## config.mk

```make
export PLATFORM = sky130hd
export DESIGN_NAME = decode_uop_sequencer
export DESIGN_NICKNAME = d
export VERILOG_FILES = /design/src/rtl/decode_uop_sequencer_pkg.sv /design/src/rtl/decode_uop_sequencer_lowest_set_bit_finder.sv /design/src/rtl/decode_uop_sequencer.sv
export SDC_FILE = /design/constraint.sdc
export NUM_CORES = 1
export LEC_CHECK = 0
export ABC_AREA = 1
export CORE_MARGIN = 8
export CORE_UTILIZATION = 38
export CTS_CLUSTER_SIZE = 10
export DETAILED_ROUTE_END_ITERATION = 6
export PLACE_DENSITY_LB_ADDON = 0.25
export SLEW_MARGIN = 20
export SYNTH_ARGS = -nofsm -noshare
export SYNTH_HDL_FRONTEND = slang
export SYNTH_SLANG_ARGS = --single-unit
```

## constraint.sdc

```tcl
create_clock -name clk_i -period 2.57 [get_ports clk_i]
set_input_delay 0.3855 -clock clk_i [delete_from_list [all_inputs] [get_ports clk_i]]
set_output_delay 0.3855 -clock clk_i [all_outputs]
set_load 0.02 [all_outputs]
```

## src/rtl/decode_uop_sequencer_pkg.sv

```systemverilog
// Shared definitions for the register-list micro-op sequencer.
//   list_op_t   : decoded list operation (none / push / pop)
//   seq_state_t : sequencer FSM states
//   LR_ADDR / PC_ADDR : default registers added by the push / pop extra bit
//   WORD_BYTES  : stride between consecutive stack slots
package decode_uop_sequencer_pkg;

    typedef enum logic [1:0] {
        OP_NONE = 2'd0,
        OP_PUSH = 2'd1,
        OP_POP  = 2'd2
    } list_op_t;

    typedef enum logic {
        SEQ_IDLE  = 1'b0,
        SEQ_ISSUE = 1'b1
    } seq_state_t;

    localparam int LR_ADDR    = 14;
    localparam int PC_ADDR    = 15;
    localparam int WORD_BYTES = 4;

endpackage

```

## src/rtl/decode_uop_sequencer_lowest_set_bit_finder.sv

```systemverilog
// Combinational lowest-set-bit finder.
//   vec_i : input vector (W bits)
//   idx_o : index of the lowest set bit (0 when none set)
//   any_o : 1 when at least one bit of vec_i is set
module lowest_set_bit_finder #(
    parameter  int W  = 9,
    localparam int IW = (W > 1) ? $clog2(W) : 1
) (
    input  logic [W-1:0]  vec_i,
    output logic [IW-1:0] idx_o,
    output logic          any_o
);

    // Scan from the top so the last hit, i.e. the lowest index, wins.
    always_comb begin
        idx_o = '0;
        any_o = 1'b0;
        for (int i = W - 1; i >= 0; i--) begin
            if (vec_i[i]) begin
                idx_o = IW'(i);
                any_o = 1'b1;
            end
        end
    end

endmodule

```

## src/rtl/decode_uop_sequencer.sv

```systemverilog
// Expands a decoded PUSH/POP register-list instruction into one single-register
// memory micro-op per cycle, with a registered single-entry output stage.
// Optional feature macro: UOP_SEQ_PERF_CNT_EN adds stall_count_o.
// Ports:
//   clk_i, reset_n_i          : clock, async active-low reset
//   flush_i                   : synchronous flush, highest priority
//   in_valid_i / in_ready_o   : instruction handshake
//   list_op_i, reg_list_i, extra_i, single_reg_i, sp_i : decoded instruction
//   out_valid_o / out_ready_i : micro-op handshake
//   uop_reg_addr_o, uop_mem_addr_o, uop_is_store_o, uop_last_o : micro-op
//   sp_wb_valid_o, sp_wb_data_o : one-shot stack-pointer writeback
//   stall_count_o (optional)  : saturating count of output stall cycles
module decode_uop_sequencer
    import decode_uop_sequencer_pkg::*;
#(
    parameter int WORD            = 32,
    parameter int ADDR_WIDTH      = 4,
    parameter int LIST_W          = 8,
    parameter int PUSH_EXTRA_ADDR = LR_ADDR,
    parameter int POP_EXTRA_ADDR  = PC_ADDR
) (
    input  logic                  clk_i,
    input  logic                  reset_n_i,
    input  logic                  flush_i,
    input  logic                  in_valid_i,
    output logic                  in_ready_o,
    input  list_op_t              list_op_i,
    input  logic [LIST_W-1:0]     reg_list_i,
    input  logic                  extra_i,
    input  logic [ADDR_WIDTH-1:0] single_reg_i,
    input  logic [WORD-1:0]       sp_i,
    output logic                  out_valid_o,
    input  logic                  out_ready_i,
    output logic [ADDR_WIDTH-1:0] uop_reg_addr_o,
    output logic [WORD-1:0]       uop_mem_addr_o,
    output logic                  uop_is_store_o,
    output logic                  uop_last_o,
    output logic                  sp_wb_valid_o,
    output logic [WORD-1:0]       sp_wb_data_o
`ifdef UOP_SEQ_PERF_CNT_EN
    ,
    output logic [31:0]           stall_count_o
`endif
);

    // Mask bit LIST_W holds the extra register so it naturally issues last.
    localparam int MW = LIST_W + 1;
    localparam int IW = (MW > 1) ? $clog2(MW) : 1;
    localparam int CW = $clog2(LIST_W + 2);

    seq_state_t            state_q, state_d;
    logic [MW-1:0]         mask_q, mask_d;
    logic [WORD-1:0]       base_q, base_d;
    logic [WORD-1:0]       newsp_q, newsp_d;
    logic                  push_q, push_d;
    logic                  out_valid_q, out_valid_d;
    logic [ADDR_WIDTH-1:0] reg_q, reg_d;
    logic [WORD-1:0]       mem_q, mem_d;
    logic                  store_q, store_d;
    logic                  last_q, last_d;
    logic                  wb_q, wb_d;

    logic [MW-1:0]         in_mask, cur_mask, rest_mask;
    logic [CW-1:0]         n_in;
    logic [WORD-1:0]       off, in_base, in_newsp, cur_base;
    logic                  in_push, cur_push, sel_issue, load_ok, accept;
    logic [IW-1:0]         lsb_idx;
    logic                  lsb_any;
    logic [ADDR_WIDTH-1:0] cur_reg;

    assign in_mask = {extra_i, reg_list_i};

    always_comb begin
        n_in = '0;
        for (int i = 0; i < MW; i++) n_in = n_in + CW'(in_mask[i]);
    end

    assign off      = WORD'(n_in) * WORD'(WORD_BYTES);
    assign in_push  = (list_op_i == OP_PUSH);
    assign in_base  = in_push ? sp_i - off : sp_i;
    assign in_newsp = in_push ? sp_i - off : sp_i + off;

    // The first micro-op is formed straight from the incoming instruction so it
    // appears the cycle after acceptance; later ones come from the held mask.
    assign sel_issue = (state_q == SEQ_ISSUE);
    assign cur_mask  = sel_issue ? mask_q : in_mask;
    assign cur_base  = sel_issue ? base_q : in_base;
    assign cur_push  = sel_issue ? push_q : in_push;

    lowest_set_bit_finder #(.W(MW)) u_lsb (
        .vec_i (cur_mask),
        .idx_o (lsb_idx),
        .any_o (lsb_any)
    );

    assign rest_mask = cur_mask & ~(MW'(1) << lsb_idx);
    assign cur_reg   = (lsb_idx == IW'(LIST_W))
                     ? (cur_push ? ADDR_WIDTH'(PUSH_EXTRA_ADDR) : ADDR_WIDTH'(POP_EXTRA_ADDR))
                     : ADDR_WIDTH'(lsb_idx);

    assign load_ok    = !out_valid_q || out_ready_i;
    assign in_ready_o = reset_n_i && !sel_issue && !flush_i && load_ok;
    assign accept     = in_valid_i && in_ready_o;

    always_comb begin
        state_d     = state_q;
        mask_d      = mask_q;
        base_d      = base_q;
        newsp_d     = newsp_q;
        push_d      = push_q;
        out_valid_d = out_valid_q;
        reg_d       = reg_q;
        mem_d       = mem_q;
        store_d     = store_q;
        last_d      = last_q;
        wb_d        = wb_q;
        if (flush_i) begin
            out_valid_d = 1'b0;
            mask_d      = '0;
            state_d     = SEQ_IDLE;
        end else begin
            if (out_valid_q && out_ready_i) out_valid_d = 1'b0;
            if (accept && list_op_i == OP_NONE) begin
                out_valid_d = 1'b1;
                reg_d       = single_reg_i;
                mem_d       = sp_i;
                store_d     = 1'b0;
                last_d      = 1'b1;
                wb_d        = 1'b0;
            end else if ((accept || (sel_issue && load_ok)) && lsb_any) begin
                out_valid_d = 1'b1;
                reg_d       = cur_reg;
                mem_d       = cur_base;
                store_d     = cur_push;
                last_d      = (rest_mask == '0);
                wb_d        = 1'b1;
                mask_d      = rest_mask;
                base_d      = cur_base + WORD'(WORD_BYTES);
                state_d     = (rest_mask == '0) ? SEQ_IDLE : SEQ_ISSUE;
                if (!sel_issue) begin
                    push_d  = in_push;
                    newsp_d = in_newsp;
                end
            end
            // An accepted empty list falls through: nothing issued, no writeback.
        end
    end

    always_ff @(posedge clk_i or negedge reset_n_i) begin
        if (!reset_n_i) begin
            state_q     <= SEQ_IDLE;
            mask_q      <= '0;
            base_q      <= '0;
            newsp_q     <= '0;
            push_q      <= 1'b0;
            out_valid_q <= 1'b0;
            reg_q       <= '0;
            mem_q       <= '0;
            store_q     <= 1'b0;
            last_q      <= 1'b0;
            wb_q        <= 1'b0;
        end else begin
            state_q     <= state_d;
            mask_q      <= mask_d;
            base_q      <= base_d;
            newsp_q     <= newsp_d;
            push_q      <= push_d;
            out_valid_q <= out_valid_d;
            reg_q       <= reg_d;
            mem_q       <= mem_d;
            store_q     <= store_d;
            last_q      <= last_d;
            wb_q        <= wb_d;
        end
    end

    assign out_valid_o    = out_valid_q;
    assign uop_reg_addr_o = reg_q;
    assign uop_mem_addr_o = mem_q;
    assign uop_is_store_o = store_q;
    assign uop_last_o     = last_q;
    // A flushed handshake of the last micro-op must not commit the new SP.
    assign sp_wb_valid_o  = out_valid_q && out_ready_i && last_q && wb_q && !flush_i;
    assign sp_wb_data_o   = newsp_q;

`ifdef UOP_SEQ_PERF_CNT_EN
    logic [31:0] stall_q;
    always_ff @(posedge clk_i or negedge reset_n_i) begin
        if (!reset_n_i)                                          stall_q <= '0;
        else if (out_valid_q && !out_ready_i && stall_q != '1)   stall_q <= stall_q + 32'd1;
    end
    assign stall_count_o = stall_q;
`endif

endmodule

```

==> results of run 1 <==
## registers in the layout, summed over array words and instances, names as in the netlist
signal          flops
sp_wb_data_o       32
base_q             32
mask_q              9
uop_last_o          1
out_valid_o         1
push_q              1
sel_issue           1
uop_is_store_o      1
uop_mem_addr_o     32
wb_q                1
uop_reg_addr_o      4
## cell usage after synthesis (all sizes together)
| cell type | instances |
|---|---|
| o31ai | 4 |
| and2 | 1 |
| xor2 | 19 |
| o22ai | 8 |
| nor4 | 1 |
| a21oi | 35 |
| nand2 | 422 |
| and3 | 2 |
| a21o | 9 |
| o311ai | 2 |
| o2111ai | 1 |
| fa | 7 |
| a31o | 1 |
| o21ai | 85 |
| a2bb2oi | 1 |
| dfrtp | 115 |
| ha | 12 |
| nor2 | 159 |
| clkbuf | 12 |
| xnor2 | 4 |
| o211ai | 4 |
| nand4 | 32 |
| o21a | 10 |
| o22a | 3 |
| or2 | 14 |
| o21bai | 2 |
| nand3 | 95 |
| nor3b | 1 |
| a31oi | 5 |
| nor3 | 15 |
| o41ai | 1 |
| inv | 139 |
| buf | 34 |
## stage by stage
step / setup WS, ns / hold WS (ns)
finish: -2.26 / 0.0798
global route: -2.45 / 0.132
CTS: -2.26 / 0.114
detailed placement: -3.20 / 0.458
global placement: -3.19 / 0.448
floorplan: -2.11 / 0.0899
## critical path, delay by kind of cell
kind	cells	cell delay, ns
adder cells (fa/ha/maj)	6	2.47
AND/OR/NAND/NOR	18	1.45
buffers and inverters	7	0.62
XOR/XNOR	1	0.20
## worst min-delay path by stage
stage                    start          to  slack, ns
finish               reset_n_i   mask_q[3]       0.08
global route         reset_n_i   mask_q[0]       0.13
CTS                  reset_n_i   mask_q[3]       0.11
detailed placement  base_q[28]  base_q[28]       0.46
global placement    base_q[18]  base_q[18]       0.45
floorplan            reset_n_i   base_q[0]       0.09
## cell usage in the layout, fill, tap and decap left out, types with 4 or more instances in the layout
cell,Yosys,routed
fa_2,0,4
o211ai_1,4,4
nand3_1,92,44
inv_2,11,26
clkbuf_16,0,17
nor3_1,14,11
dfrtp_1,115,115
buf_4,4,259
a21o_1,9,9
nand2_1,414,307
o21a_1,10,10
or2_2,14,14
ha_4,0,5
xnor2_2,0,4
a21oi_4,0,6
o22ai_1,8,8
o21ai_0,70,16
xor2_1,19,18
a21oi_2,1,7
nand3_4,1,16
o21ai_4,0,7
buf_6,2,93
nor2_1,140,88
clkdlybuf4s50_1,0,120
inv_6,0,5
buf_12,0,7
nor2_4,8,47
nand3_2,2,35
inv_4,0,4
clkinvlp_4,0,5
nor2_2,11,24
a21oi_1,34,22
o21ai_1,13,33
inv_1,128,105
nand2_2,8,63
nand4_1,32,32
nand2_4,0,50
o21ai_2,2,29
ha_1,12,7
## per-layer routing
metal / global-route usage / share of wire / vias to the layer above
li1: - / - / 4951
met1: 0.326 / 0.41 / 5113
met2: 0.423 / 0.48 / 479
met3: 0.0501 / 0.071 / 139
met4: 0.109 / 0.039 / 0
met5: 0 / 0 / -
## logic make-up after synthesis
logic type	after synthesis	synth area share
AND/OR/NAND/NOR	742	0.384
buffers and inverters	185	0.0912
XOR/XNOR	23	0.0242
flip-flops	115	0.346
adder cells (fa/ha/maj)	19	0.0349
AO/OA/AOI/OAI	171	0.120
## repair_timing
item | CTS | global route
buffers inserted | 75 | 56
pin swaps | 157 | 169
endpoints found under the setup margin | 90 | 110
endpoints found under the hold margin | 0 | 0
gates resized for setup | 314 | 185
## power breakdown
group	switching, uW	internal (uW)
Sequential	486	2610
Clock	1020	1460
Combinational	4640	4060
Total	6140	8120
## area by class of cell
type,instances,share of cell area
repair buffers,481,0.287
multi-input cells,955,0.424
clock buffers,18,0.0290
clock inverters,14,0.0101
well taps,280,0.0231
flip-flops and latches,115,0.190
inverters,139,0.0365
==> impl_results.md, run 1 <==
* Wire length of the first global-routing pass at 54,600 um
* Synthesized area per cell at 6.63 sq um
* Instance area at placement at 12,000 sq um
* Beginning of the critical path: reg_list_i[1]
* Count of filler cells inserted in the layout at 1,632
* Largest net degree at the start of global routing at 68
* Pwr Density at 942 nW/um^2
* Total area of multi-input combinational cells at 6410 sq um
* Die Footprint at 26,900 sq um
* Final setup violation count at 90
* Slowest library cell on the worst path: fa_1
* Post-layout net count at 1,780
* Total power after layout at 14,300 uW
* Cts-stage hold buffer count at 0
* Maximum clock frequency at 207 MHz
* Clock Skew at 0.0119 ns
* Via count of the first global-routing pass at 10.4k
* Wire length reported by the detailed router at 36,400 um
* Transition at the pin with the smallest max-transition slack at 0.919 ns
* Detailed-routing iteration count for the pre-antenna-repair pass at 6
* Worst-path clk slew at 0.06 ns
* Worst Path Arrival at 5.16 ns
* Drt initial violations at 855
* Worst R2R Setup Slack at 0.02 ns
* Area share of the largest cell type after synthesis at 0.346
* Logic depth of the worst register-to-register path at 14
* Syn Nets at 1,326
* Synthesized netlist cell count at 1,255
* Number of top-level design ports at 125
* Initial core utilization at 0.385
* Final worst-path cycle share at 1.88
* Die Y at 164 um
* Most frequent cell on the critical path: nand2_1
* Clock latency on the worst-skew pair at 0.43 ns
* Number of distinct library cells after synthesis at 47
* HPWL reported at the end of detailed placement at 24,100 um
* Count of inserted antenna diode cells at 0
* Clock root buffer: clkbuf_16
* Number of buffers on the longest clock path at 2
* Top cells by area, synth: dfrtp_1, nand2_1, nor2_1
* # DRC at 0
* Run status: finished with violations
* Register bit total from synthesis at 115
* Setup TNS at -159.74 ns
* Average wire per cell in the routed design at 18.2 um
* Endpoints failing hold at 0
* Clock tree from TritonCTS: yes
* Count of placed standard cells in the final layout, fillers left out at 2,002
* Failing checks: setup timing
* Worst Path Class, Setup: in -> reg
* Total CTS buffers at 17
* Syn-to-layout area delta at 82.1%
* Element type at the critical path start: primary input
* Aggregate global routing overflow at 0
* Slack of the critical path at -2.26 ns
* Endpoint of the most critical register-to-register path: sp_wb_data_o[13]
* Biggest cell delay along the critical path at 0.54 ns
* Final Wtd Congestion at 0.945
* Warnings, synthesis at 0
* Die width at 164 um
* Placement row count at 54
* Post-DR vias/cell at 5.34
* Worst path required time at 2.89 ns
* Library cell with the largest summed area after synthesis: dfrtp_1
* Placed instance count at 1,875
* Max_cap viols at 0
* Unrepaired setup endpoints after global routing: yes
* Netlist area before placement at 8320 sq um
* Class of the most critical hold timing path: in -> async
* Element type at the critical path end: register
* Final design area excluding fillers at 15,100 sq um
* Total core area at 21,600 sq um
* Final slew viol count at 0
* Sequential Area at 2880 sq um
* Gr usage total at 0.258
* TritonCTS sink count at 115
* Worst-case vdd ir drop at 0.684 mV
* Residual antenna-violating net count after detailed routing at 0
* Antenna violations before repair at 0
* Critical-path maximum fanout at 7
* Port-buffer cells at 124
* Vias after detailed routing at 10.7k
* End of the critical path: base_q[31]
* Critical R2R Launch: sel_issue
* Fraction of the yosys area taken by sequential cells at 0.346
* Min Tclk post-route at 4.83 ns
* Number of levels in the clock H-tree at 4
* Slew margin rel. at 0.383
* Leakage at 0.00714 uW
* Fraction of layout cells with a size suffix above 1 at 0.440
* Final core utilization at 0.700
Power figures use the tool's default switching activity.
==> run 2, diff against run 1 <==
- CTS_CLUSTER_DIAMETER: unset -> 100
==> results of run 2 <==
Same layout as run 1: the final DEF is identical, and so are final timing and power.
==> run 3, diff against run 2 <==
- PLACE_DENSITY: unset -> 0.69
- PLACE_DENSITY_LB_ADDON: 0.25 -> unset
- TNS_END_PERCENT: unset -> 20
==> run 3 against run 2 <==
  * The run still ends with setup timing left
  * Combinational power decreased by 19%
  * Sequential share of layout area increased by 2.7 points
  * Clock skew increased by 0.00055 ns
  * Cell count decreased by 4.5%
  * Core utilization decreased by 8.6 points
  * Critical path type unchanged
  * Highest routed layer unchanged
==> impl_results.md, run 3 (synthesis results as in run 1) <==
* Endpoints failing hold at 0 (unchanged)
* Slack of the critical path at -2.19 ns (was -2.26 ns)
* Most frequent cells in the layout: nand2_1, buf_4, clkdlybuf4s50_1, dfrtp_1, inv_1 (unchanged)
* Final worst-path cycle share at 1.85 (was 1.88)
* Worst-case vdd ir drop at 0.519 mV (was 0.684 mV)
* Setup TNS at -145.19 ns (was -159.74 ns)
* Post-layout net count at 1,690 (was 1,780)
* Slew margin rel. at 0.395 (was 0.383)
* Final setup violation count at 90 (unchanged)
* Number of levels in the clock H-tree at 4 (unchanged)
* Run status: finished with violations (unchanged)
* Worst-path clk slew at 0.06 ns (about the same)
* GRT met2 Usage at 0.381 (was 0.423)
* Worst R2R Setup Slack at 0.06 ns (was 0.02 ns)
* Endpoint of the most critical register-to-register path: base_q[29] (was sp_wb_data_o[13])
* Placement row count at 54 (unchanged)
* Transition at the pin with the smallest max-transition slack at 0.908 ns (was 0.919 ns)
* Final slew viol count at 0 (unchanged)
* Detailed-routing iteration count for the pre-antenna-repair pass at 5 (was 6)
* Final core utilization at 0.614 (was 0.700)
* Initial core utilization at 0.385 (unchanged)
* Residual antenna-violating net count after detailed routing at 0 (unchanged)
* Class of the most critical hold timing path: in -> async (unchanged)
* Number of buffers on the longest clock path at 2 (unchanged)
* Max_cap viols at 0 (unchanged)
* Syn-to-layout area delta at 59.7% (was 82.1%)
* Number of top-level design ports at 125 (unchanged)
* Post-DR vias/cell at 5.17 (was 5.34)
* Antenna violations before repair at 0 (unchanged)
* Port-buffer cells at 124 (unchanged)
* Total CTS buffers at 17 (unchanged)
* Logic depth of the worst register-to-register path at 15 (was 14)
* Element type at the critical path start: primary input (unchanged)
* Routing usage on met1 at 0.314 (was 0.326)
* Aggregate global routing overflow at 0 (unchanged)
* Leakage at 0.00639 uW (was 0.00714 uW)
* Count of filler cells inserted in the layout at 1,904 (was 1,632)
* Count of inserted antenna diode cells at 0 (unchanged)
* Element type at the critical path end: register (unchanged)
* Worst Path Arrival at 5.08 ns (was 5.16 ns)
* Fraction of layout cells with a size suffix above 1 at 0.333 (was 0.440)
* Gr usage total at 0.237 (was 0.258)
* Maximum clock frequency at 210 MHz (was 207 MHz)
* Final Wtd Congestion at 1.02 (was 0.945)
* Wire length reported by the detailed router at 32,400 um (was 36,400 um)
* Total core area at 21,600 sq um (unchanged)
* Via count of the first global-routing pass at 9,648 (was 10.4k)
* Beginning of the critical path: reg_list_i[1] (unchanged)
* Gr busiest metal: met2 (unchanged)
* Largest net degree at the start of global routing at 69 (was 68)
* Clock Skew at 0.0125 ns (was 0.0119 ns)
* Wire length of the first global-routing pass at 50,500 um (was 54,600 um)
* Leading cell type in the layout, fill and taps excluded: nand2_1 (unchanged)
* Min Tclk post-route at 4.76 ns (was 4.83 ns)
* Die Y at 164 um (unchanged)
* Pwr Density at 950 nW/um^2 (was 942 nW/um^2)
* Global routing usage on met3 at 0.0536 (was 0.0501)
* Hold slack final at 0.0697 ns (was 0.0798 ns)
* # DRC at 0 (unchanged)
* Critical-path maximum fanout at 7 (unchanged)
* Drt initial violations at 806 (was 855)
* Worst path required time at 2.89 ns (about the same)
* Clock root buffer: clkbuf_16 (unchanged)
* Average wire per cell in the routed design at 17.0 um (was 18.2 um)
* Unrepaired setup endpoints after global routing: yes (unchanged)
* Worst Path Class, Setup: in -> reg (unchanged)
* Critical R2R Launch: sel_issue (unchanged)
* Cts-stage hold buffer count at 0 (unchanged)
* Vias after detailed routing at 9,882 (was 10.7k)
* Clock latency on the worst-skew pair at 0.43 ns (about the same)
* TritonCTS sink count at 115 (unchanged)
* Die Footprint at 26,900 sq um (unchanged)
* Failing checks: setup timing (unchanged)
* Die width at 164 um (unchanged)
* HPWL reported at the end of detailed placement at 23,800 um (was 24,100 um)
* Clock tree from TritonCTS: yes (unchanged)
==> run 3: worst max path at each step <==
stage | cells past startpoint | endpoint | slack, ns
5_1_grt | 27 | base_q[29] | -2.35
3_3_place_gp | 26 | base_q[22] | -3.19
3_5_place_dp | 27 | base_q[24] | -3.26
6_report | 27 | base_q[29] | -2.19
2_1_floorplan | 27 | base_q[23] | -2.11
4_1_cts | 27 | base_q[23] | -2.27
==> run 3: per-stage QoR <==
stage                     std cells  power [uW]  cell area, sq um  setup slack (ns)
after floorplan                1255        6310              8450             -2.11
after global placement         1869        9260             11800             -3.19
after detailed placement       1869        9350             11800             -3.26
after CTS                      1905       12200             12900             -2.27
after global routing           1912       13400             13300             -2.35
final                          1912       12600             13300             -2.19
==> run 3: layer usage <==
layer | wire [um] | share of wire
met4 | 699 | 0.022
met2 | 15300 | 0.47
met5 | 0 | 0
met3 | 2240 | 0.069
met1 | 14200 | 0.44
==> run 3: timing repair <==
| action | 4_1_cts | 5_1_grt |
|---|---|---|
| endpoints found under the hold margin | 0 | 0 |
| gates resized for setup | 144 | 119 |
| endpoints found under the setup margin | 90 | 93 |
| pin swaps | 44 | 57 |
| buffers inserted | 4 | 7 |
==> run 3: cell type report <==
class                           instances  area, sq um  share of cell area
Sequential cell                       115         2880               0.217
Timing Repair Buffer                  391         3390               0.255
Tap cell                              280          350              0.0264
Inverter                              139          539              0.0406
Clock inverter                         12          156              0.0118
Clock buffer                           20          437              0.0329
Multi-Input combinational cell        955         5530               0.416
==> run 3: worst max-delay path, cell delays in order <==
cell and delay [ns]:
buf_8 0.08, inv_4 0.03, fa_1 0.54, fa_1 0.42, fa_1 0.47, fa_2 0.37, fa_2 0.56, inv_2 0.06
fa_2 0.37, inv_2 0.06, nand2_2 0.05, nand2_2 0.08, nand2_4 0.10, nand2_4 0.13, inv_4 0.06, nand2_1 0.07
nand3_1 0.09, nand2_2 0.13, o21ai_2 0.12, inv_2 0.14, nand3_4 0.11, nor2_2 0.21, nand3_1 0.11, nand2_1 0.07
nand2_1 0.08, nand2_1 0.09, nand2_1 0.06
==> run 3: power by group <==
group / internal [uW] / leakage (uW) / switching (uW) / total [uW]
Clock: 1530 / 0.000277 / 951 / 2480
Sequential: 2610 / 0.00143 / 468 / 3080
Combinational: 3190 / 0.00469 / 3860 / 7060
Total: 7330 / 0.00639 / 5280 / 12600
